`src/rtl/audio_gain_buffer.sv`:
```
// audio_gain_buffer: stereo saturating gain with per-sample ramp, bypass and show-ahead output buffer
module audio_gain_buffer #(
  parameter int DATA_W    = 32,
  parameter int GAIN_W    = 16,
  parameter int GAIN_FRAC = 12,
  parameter int RAMP_STEP = 256,
  parameter int DEPTH     = 4
) (
  input  logic                       CLOCK_50,
  input  logic                       reset,
  input  logic                       audio_in_available,
  input  logic [DATA_W-1:0]          audio_in_L,
  input  logic [DATA_W-1:0]          audio_in_R,
  output logic                       read_audio_in,
  input  logic                       audio_out_allowed,
  output logic                       write_audio_out,
  output logic [DATA_W-1:0]          audio_out_L,
  output logic [DATA_W-1:0]          audio_out_R,
  input  logic                       mute,
  input  logic                       bypass,
  input  logic [GAIN_W-1:0]          gain_target,
  input  logic                       clear_clip,
  output logic                       clip_flag,
  output logic [$clog2(DEPTH+1)-1:0] fifo_level
);
  localparam int LW = $clog2(DEPTH + 1);
  localparam int AW = $clog2(DEPTH);
  localparam int PW = DATA_W + GAIN_W + 1;
  localparam logic [DATA_W-1:0] S_MAX = {1'b0, {(DATA_W-1){1'b1}}};
  localparam logic [DATA_W-1:0] S_MIN = {1'b1, {(DATA_W-1){1'b0}}};
  function automatic logic [DATA_W:0] scale(input logic [DATA_W-1:0] x, input logic [GAIN_W-1:0] g);
    logic signed [PW-1:0] p;
    logic                 ovf;
    p   = (PW'($signed(x)) * PW'($signed({1'b0, g}))) >>> GAIN_FRAC;
    ovf = p[PW-1:DATA_W-1] != {(PW-DATA_W+1){p[DATA_W-1]}};
    return ovf ? {1'b1, p[PW-1] ? S_MIN : S_MAX} : {1'b0, p[DATA_W-1:0]};
  endfunction
  logic                    s1_valid_q, s1_valid_d;
  logic [DATA_W-1:0]       s1_l_q, s1_l_d, s1_r_q, s1_r_d;
  logic [DATA_W-1:0]       mem_l_q [DEPTH];
  logic [DATA_W-1:0]       mem_l_d [DEPTH];
  logic [DATA_W-1:0]       mem_r_q [DEPTH];
  logic [DATA_W-1:0]       mem_r_d [DEPTH];
  logic [AW-1:0]           wr_ptr_q, wr_ptr_d, rd_ptr_q, rd_ptr_d;
  logic [LW-1:0]           level_q, level_d;
  logic [GAIN_W-1:0]       gain_cur_q, gain_cur_d;
  logic                    clip_q, clip_d;
  logic [DATA_W:0]         sc_l, sc_r;
  logic [GAIN_W-1:0]       eff, diff, delta;
  logic                    up, not_empty;
  assign not_empty       = level_q != '0;
  assign read_audio_in   = audio_in_available & ~reset &
                           (({1'b0, level_q} + (LW+1)'(s1_valid_q)) < (LW+1)'(DEPTH));
  assign write_audio_out = audio_out_allowed & ~reset & not_empty;
  assign audio_out_L     = not_empty ? mem_l_q[rd_ptr_q] : '0;
  assign audio_out_R     = not_empty ? mem_r_q[rd_ptr_q] : '0;
  assign fifo_level      = level_q;
  assign clip_flag       = clip_q;
  // Scale the incoming pair with the pre-update gain and step the gain toward its target.
  always_comb begin
    sc_l       = scale(audio_in_L, gain_cur_q);
    sc_r       = scale(audio_in_R, gain_cur_q);
    eff        = mute ? '0 : gain_target;
    up         = eff > gain_cur_q;
    diff       = up ? eff - gain_cur_q : gain_cur_q - eff;
    delta      = diff < GAIN_W'(RAMP_STEP) ? diff : GAIN_W'(RAMP_STEP);
    gain_cur_d = (read_audio_in & ~bypass) ? (up ? gain_cur_q + delta : gain_cur_q - delta) : gain_cur_q;
    s1_valid_d = read_audio_in;
    s1_l_d     = read_audio_in ? (bypass ? audio_in_L : sc_l[DATA_W-1:0]) : s1_l_q;
    s1_r_d     = read_audio_in ? (bypass ? audio_in_R : sc_r[DATA_W-1:0]) : s1_r_q;
    clip_d     = (read_audio_in & ~bypass & (sc_l[DATA_W] | sc_r[DATA_W])) ? 1'b1 : clear_clip ? 1'b0 : clip_q;
  end
  // Push stage-1 into the buffer tail and pop the head when the codec takes it.
  always_comb begin
    mem_l_d  = mem_l_q;
    mem_r_d  = mem_r_q;
    if (s1_valid_q) begin
      mem_l_d[wr_ptr_q] = s1_l_q;
      mem_r_d[wr_ptr_q] = s1_r_q;
    end
    wr_ptr_d = wr_ptr_q + AW'(s1_valid_q);
    rd_ptr_d = rd_ptr_q + AW'(write_audio_out);
    level_d  = level_q + LW'(s1_valid_q) - LW'(write_audio_out);
  end
  // State registers; reset drops the in-flight sample and the whole buffer.
  always_ff @(posedge CLOCK_50) begin
    if (reset) begin
      s1_valid_q <= 1'b0;
      s1_l_q     <= '0;
      s1_r_q     <= '0;
      wr_ptr_q   <= '0;
      rd_ptr_q   <= '0;
      level_q    <= '0;
      gain_cur_q <= '0;
      clip_q     <= 1'b0;
      for (int i = 0; i < DEPTH; i++) begin
        mem_l_q[i] <= '0;
        mem_r_q[i] <= '0;
      end
    end else begin
      s1_valid_q <= s1_valid_d;
      s1_l_q     <= s1_l_d;
      s1_r_q     <= s1_r_d;
      wr_ptr_q   <= wr_ptr_d;
      rd_ptr_q   <= rd_ptr_d;
      level_q    <= level_d;
      gain_cur_q <= gain_cur_d;
      clip_q     <= clip_d;
      mem_l_q    <= mem_l_d;
      mem_r_q    <= mem_r_d;
    end
  end
endmodule

```
`config.mk`:
```
export PLATFORM = sky130hd
export DESIGN_NAME = audio_gain_buffer
export DESIGN_NICKNAME = d
export VERILOG_FILES = /design/src/rtl/audio_gain_buffer.sv
export SDC_FILE = /design/constraint.sdc
export NUM_CORES = 2
export LEC_CHECK = 0
export CORE_ASPECT_RATIO = 0.75
export CORE_UTILIZATION = 27
export DETAILED_ROUTE_END_ITERATION = 12
export GPL_ROUTABILITY_DRIVEN = 0
export GPL_TIMING_DRIVEN = 0
export PLACE_DENSITY = 0.47
export SYNTH_ARGS = -nofsm -noshare
export SYNTH_HDL_FRONTEND = slang
export SYNTH_SLANG_ARGS = --single-unit
export TNS_END_PERCENT = 30
```
`constraint.sdc`:
```
create_clock -name CLOCK_50 -period 12.4 [get_ports CLOCK_50]
set_clock_uncertainty 0.1 [all_clocks]
set_input_delay 2.48 -clock CLOCK_50 [delete_from_list [all_inputs] [get_ports CLOCK_50]]
set_output_delay 2.48 -clock CLOCK_50 [all_outputs]
set_load 0.03 [all_outputs]
```
# Yosys cells after proc, flatten, opt, wreduce, memory -nomap -nowiden
# Cells that the tools add are included.
# Widths: inputs -> output; s select.
[classes] add_sub_neg=9 multipliers=2 magnitude_cmp=6 eq_ne=2 n_mux=24 bitwise=11 n_reduce_logical=3
[op_table] cell="$mux 32" n=11
[op_table] cell="$bwmux 128" n=2
[op_table] cell="$bmux 32 s2" n=2
[op_table] cell="$mul 32x17->49" n=2
[op_table] cell="$mux 33" n=2
[op_table] cell="$demux 32 s2" n=1
[op_table] cell="$mux 16" n=4
[op_table] cell="$sub 16x16->16" n=3
[op_table] cell="$ne 17x17->1" n=2
[op_table] cell="$add 16x16->16" n=1
[op_table] cell="$gt 16x16->1" n=1
[op_table] cell="$lt 16x9->1 const B" n=1
[op_table] cell="$and 1x1->1" n=6
[op_table] cell="$ge 3x3->1 const B" n=2
[op_table] cell="$not 2->3" n=2
[op_table] cell="$add 2x1->2" n=2
[op_table] cell="$add 3x1->4" n=1
[op_table] cell="$lt 4x3->1 const B" n=1
[op_table] cell="$add 3x1->3" n=1
[op_table] cell="$lt 3x1->1 const B" n=1
[op_table] cell="$reduce_bool 3->1" n=1
[op_table] cell="$sub 3x1->3" n=1
[op_table] cell="$mux 1" n=2
[op_table] cell="$not 1->1" n=2
[op_table] cell="other kinds (3)" n=3
[totals] regBits=345 inputBits=87 out_inout_bits=70

# Longest topological paths before layout
[logic_depth] depth_word=7 depth_mapped=34

# Worst setup path after synthesis
# Ideal clock, no wire load.
[synth_timing] path_type="input port to flip-flop" from="in audio_in_L[31]" to="reg s1_l_q[30]" setup_ps=117 arrival_ps=9412 t_required_ps=12183 path_slack_ps=2771 path_stages=25 cell_sequence="clkbuf_1 clkbuf_1 nand2_1 fa_1 fa_1 inv_1 fa_1 fa_1 fa_1 inv_1 fa_1 inv_1 ha_1 buf_2 a21o_1 o21bai_1 a21o_1 a211o_1 a22oi_1 o2111a_1 o22ai_1 o41ai_2 nand2_1 or4_1 a32o_1"
[synth_between] elab_chain_len=4
[synth_rtl] item="from (decl)" line="12" source="input logic [DATA_W-1:0] audio_in_L,"
[synth_rtl] item="$mul 32x17->49 *" line="34" source="p = (PW'($signed(x)) * PW'($signed({1'b0, g}))) >>> GAIN_FRAC;"
[synth_rtl] item="$ne 17x17->1 / $mux 32 (equally long branches)" line="35, 36"
[synth_rtl] item="$mux 33 *" line="36" source="return ovf ? {1'b1, p[PW-1] ? S_MIN : S_MAX} : {1'b0, p[DATA_W-1:0]};"
[synth_rtl] item="$mux 32 *" line="69" source="s1_l_d = read_audio_in ? (bypass ? audio_in_L : sc_l[DATA_W-1:0]) : s1_l_q;"
[synth_rtl] item="to (signal assigned)" line="102" source="s1_l_q <= s1_l_d;"
[synth_rtl] item="to (decl)" line="39" source="logic [DATA_W-1:0] s1_l_q, s1_l_d, s1_r_q, s1_r_d;"
# Mark *: on every way between the ends. The rest lies on a longest branch, timed or not.
# A chain may end at the register's enable or synchronous reset.

# Final worst setup path
[layout_timing] from="in audio_in_R[7]" to="reg s1_r_q[18]"
[layout_between] elab_chain_len=4
[layout_rtl] item="from (decl)" line="13" source="input logic [DATA_W-1:0] audio_in_R,"
[layout_rtl] item="$mul 32x17->49 *" line="34"
[layout_rtl] item="$ne 17x17->1 / $mux 32 (equally long branches)" line="35, 36"
[layout_rtl] item="$mux 33 *" line="36"
[layout_rtl] item="$mux 32 *" line="70" source="s1_r_d = read_audio_in ? (bypass ? audio_in_R : sc_r[DATA_W-1:0]) : s1_r_q;"
[layout_rtl] item="to (signal assigned)" line="103" source="s1_r_q <= s1_r_d;"
[layout_rtl] item="to (decl)" line="39"
# Marked as above.

==> summary.txt <==
Run status
  – Outcome: finished, violations left
  – Failing checks: max-capacitance violations, max-slew violations

Layout
  – Final design utilization: between 30% and 40%
  – Reg area: slightly below 7000 um^2
  – Area growth syn-to-layout: 11.7%
  – Area occupied by multi-input gates: ~40000 um^2
  – Filler Cell Count: about 21000
  – Layout Nets: between 7000 and 8000
  – Ratio of cells with drive above 1 in the final layout: between 3 and 4%

Min path
  – Worst hold path type: reg2reg

Global routing
  – Largest net degree at the start of global routing: 15
  – GR Util All Layers: about a fifth
  – First-pass GRT wire length: between 300 and 400 mm
  – Vias in the first global route: about 45000
  – Gr ovfl total: 0
  – Initial antenna violation count: 37

Timing
  – Final Setup Violations: 0
  – Worst slew pin tran: 1.53 ns
  – Period utilization: a little over nine tenths
  – Slew Limit Fails: 29
  – Worst rel slew slack: -2.33%
  – Final TNS setup: 0 ns
  – Minimum clock period: between 10 and 15 ns
  – Final WS setup: 0.208 ns
  – Highest Clock Rate: roughly 80 MHz
  – Final Hold Viols: 0
  – Unrepaired setup endpoints after global routing: false

Synthesis
  – Yosys top cell by area: fa_1
  – Most frequent cell after synthesis: nand2_1
  – Synth warnings: 0
  – Synth top cells by count: nand2_1, inv_1, fa_1
  – Post-Syn Nets: 7682
  – Asr flop ratio synth: 0%
  – Largest cells by area after synthesis: fa_1, dfxtp_1, nand2_1
  – Cell Area, Synth: roughly 53000 um^2
  – Top FF cell, synth: dfxtp_1
  – FF+latch count, synth: approximately 350
  – Synth unique cells: 86
  – Post-synth EDFFs: 0
  – Register area share after synthesis: 12.9%
  – Avg Cell Area, Syn: 8.42 um^2
  – Yosys top cell area share: ~37%
  – Post-Synthesis Cells: roughly 6300

Setup path
  – Crit path from: audio_in_R[7]
  – Flop-to-flop setup slack: approximately 0.98 ns
  – Worst setup path category: in2reg
  – Startpoint types: input port
  – Cell count along the critical path: 27
  – CP required: ~13 ns
  – Top Family by Delay on Critical Path: adder cells
  – CP max stage cell: clkdlybuf4s50_1
  – Crit path top cell by count: fa_1
  – R2r worst-path depth: 27
  – CP endpoint: s1_r_q[18]
  – Delay of the slowest critical-path stage: 0.95 ns
  – Crit path DAT: between 10 and 15 ns
  – Max FO, Critical Path: 10
  – CP bufs+invs: 8
  – Worst R2R Start: gain_cur_q[7]
  – Reg-to-reg endpoint: s1_r_q[18]
  – Nature of the critical path endpoint: register

Floorplan
  – Die X-Extent: around 520 um
  – Core Area: 195000 um^2
  – Ports: 157
  – Initial core utilization: between 20% and 30%
  – Row cnt: 140
  – DIE AREA: 199000 um^2
  – Die Ht: approximately 390 um

Power and ir drop
  – Cell Pwr Density: between 100 and 150 nW/um^2
  – Max VDD drop: just over 0.1 mV
  – Design Power: about 6000 uW
  – Leak pwr: approximately 0.027 uW

Route
  – DR iter-0 viols: between 4000 and 5000
  – Via density: 4.84
  – TritonRoute pass-1 iters: 6
  – DRC: 0
  – Via count: around 44000
  – Avg WL per Cell: roughly 23 um
  – DRT Wirelength: 209 mm
  – Antenna-violating nets left: 0

Placement
  – IO Port Bufs: about 150
  – DP Wirelength: between 150 and 200 mm
  – Setup slack at placement: ~0.030 ns

CTS
  – Cts repair resizes: 0
  – CTS tree: yes
  – Setup Buffers After CTS: 0
  – Worst-Skew Late Latency: 0.59 ns
  – Clock slew seen by the registers of the worst setup and hold paths: around 0.07 ns
  – CTS buffer count: 37
  – Root Buffer: clkbuf_16
  – Htree depth: 2
  – Clock buffer depth: 3
  – Hold buffer count at CTS: 0
  – CTS sink cnt: about 350

Run
  – MaxCap Viol Count: 3
## layer usage
layer  vias up  global-route usage [%]  share of wire (%)
met5         -                       0              0.042
met4        10                    2.98                1.6
met3       171                    3.43                8.2
met2      1680                    32.0                 43
met1     22900                    32.0                 47
li1      19700                       -                  -
## sequential cells by signal, indices dropped and copies added (netlist names)
register	cells
wr_ptr_q	2
s1_valid_q	1
clip_flag	1
fifo_level	3
mem_r_q	128
gain_cur_q	16
mem_l_q	128
rd_ptr_q	2
s1_l_q	32
s1_r_q	32
## tightest hold or removal path, cell delays in order, from the launching register on
cell	delay, ns
dfxtp_1	0.31
nand2_1	0.05
a21oi_1	0.05
## cell usage in the layout, fill, tap and decap left out, types with 23 or more instances in the layout
cell type / n
nand3_1: 23
xnor2_1: 76
nand4_1: 30
clkbuf_1: 307
dfxtp_1: 345
nand2b_1: 28
xor2_1: 36
clkbuf_16: 38
nor2b_1: 86
nor2_1: 98
a21o_1: 35
buf_2: 28
a21oi_1: 428
nor3_1: 32
inv_1: 1244
ha_1: 282
and2_1: 452
o21ai_1: 42
o21ai_0: 131
mux4_2: 64
clkdlybuf4s50_1: 153
fa_1: 978
nand2_1: 1258
## where the power goes
group          switching, uW  total, uW  leakage, uW  internal (uW)
Sequential               182       1380      0.00280           1200
Combinational           2280       3500       0.0231           1220
Clock                    524       1250     0.000664            725
## area by class of cell
type | instances | share of cell area, %
Multi-Input combinational cell | 4383 | 67.7
Sequential cell | 345 | 11.6
Inverter | 1245 | 7.85
Tap cell | 2627 | 5.52
Timing Repair Buffer | 156 | 2.64
Buffer | 362 | 2.42
Clock buffer | 55 | 1.91
Clock inverter | 13 | 0.338
Antenna cell | 5 | 0.0210
## cell families (layout without fill, tap and decap cells)
logic type                 Yosys count  in the layout  synth area share (%)
AOI/OAI and AO/OA                  841            841                  9.30
xor gates and xnor gates           112            112                  1.84
adders and majority gates         1260           1260                  43.3
buffers and inverters             1607           1831                  11.4
DFF                                345            345                  12.9
muxes                               77             77                  2.96
other                                0              5                     0
and+or+nand+nor                   2093           2093                  18.2
## worst min path at each step
stage / endpoint / depth (start not counted) / slack [ns] / start
after global placement: mem_r_q[93] / 2 / 0.34 / mem_r_q[93]
after detailed placement: mem_r_q[11] / 2 / 0.34 / mem_r_q[11]
final: mem_r_q[11] / 2 / 0.35 / mem_r_q[11]
after floorplan: mem_l_q[32] / 2 / 0.33 / mem_l_q[32]
after CTS: mem_r_q[93] / 2 / 0.35 / mem_r_q[93]
after global routing: mem_r_q[16] / 2 / 0.37 / mem_r_q[16]
## stage by stage
step           area (um^2)  cells  hold WS, ns
2_1_floorplan        53300   6335        0.333
3_3_place_gp         58200   9115        0.339
3_5_place_dp         58200   9117        0.345
4_1_cts              59500   9185        0.354
5_1_grt              59600   9187        0.367
6_report             59600   9191        0.352
Power figures use the tool's default switching activity.
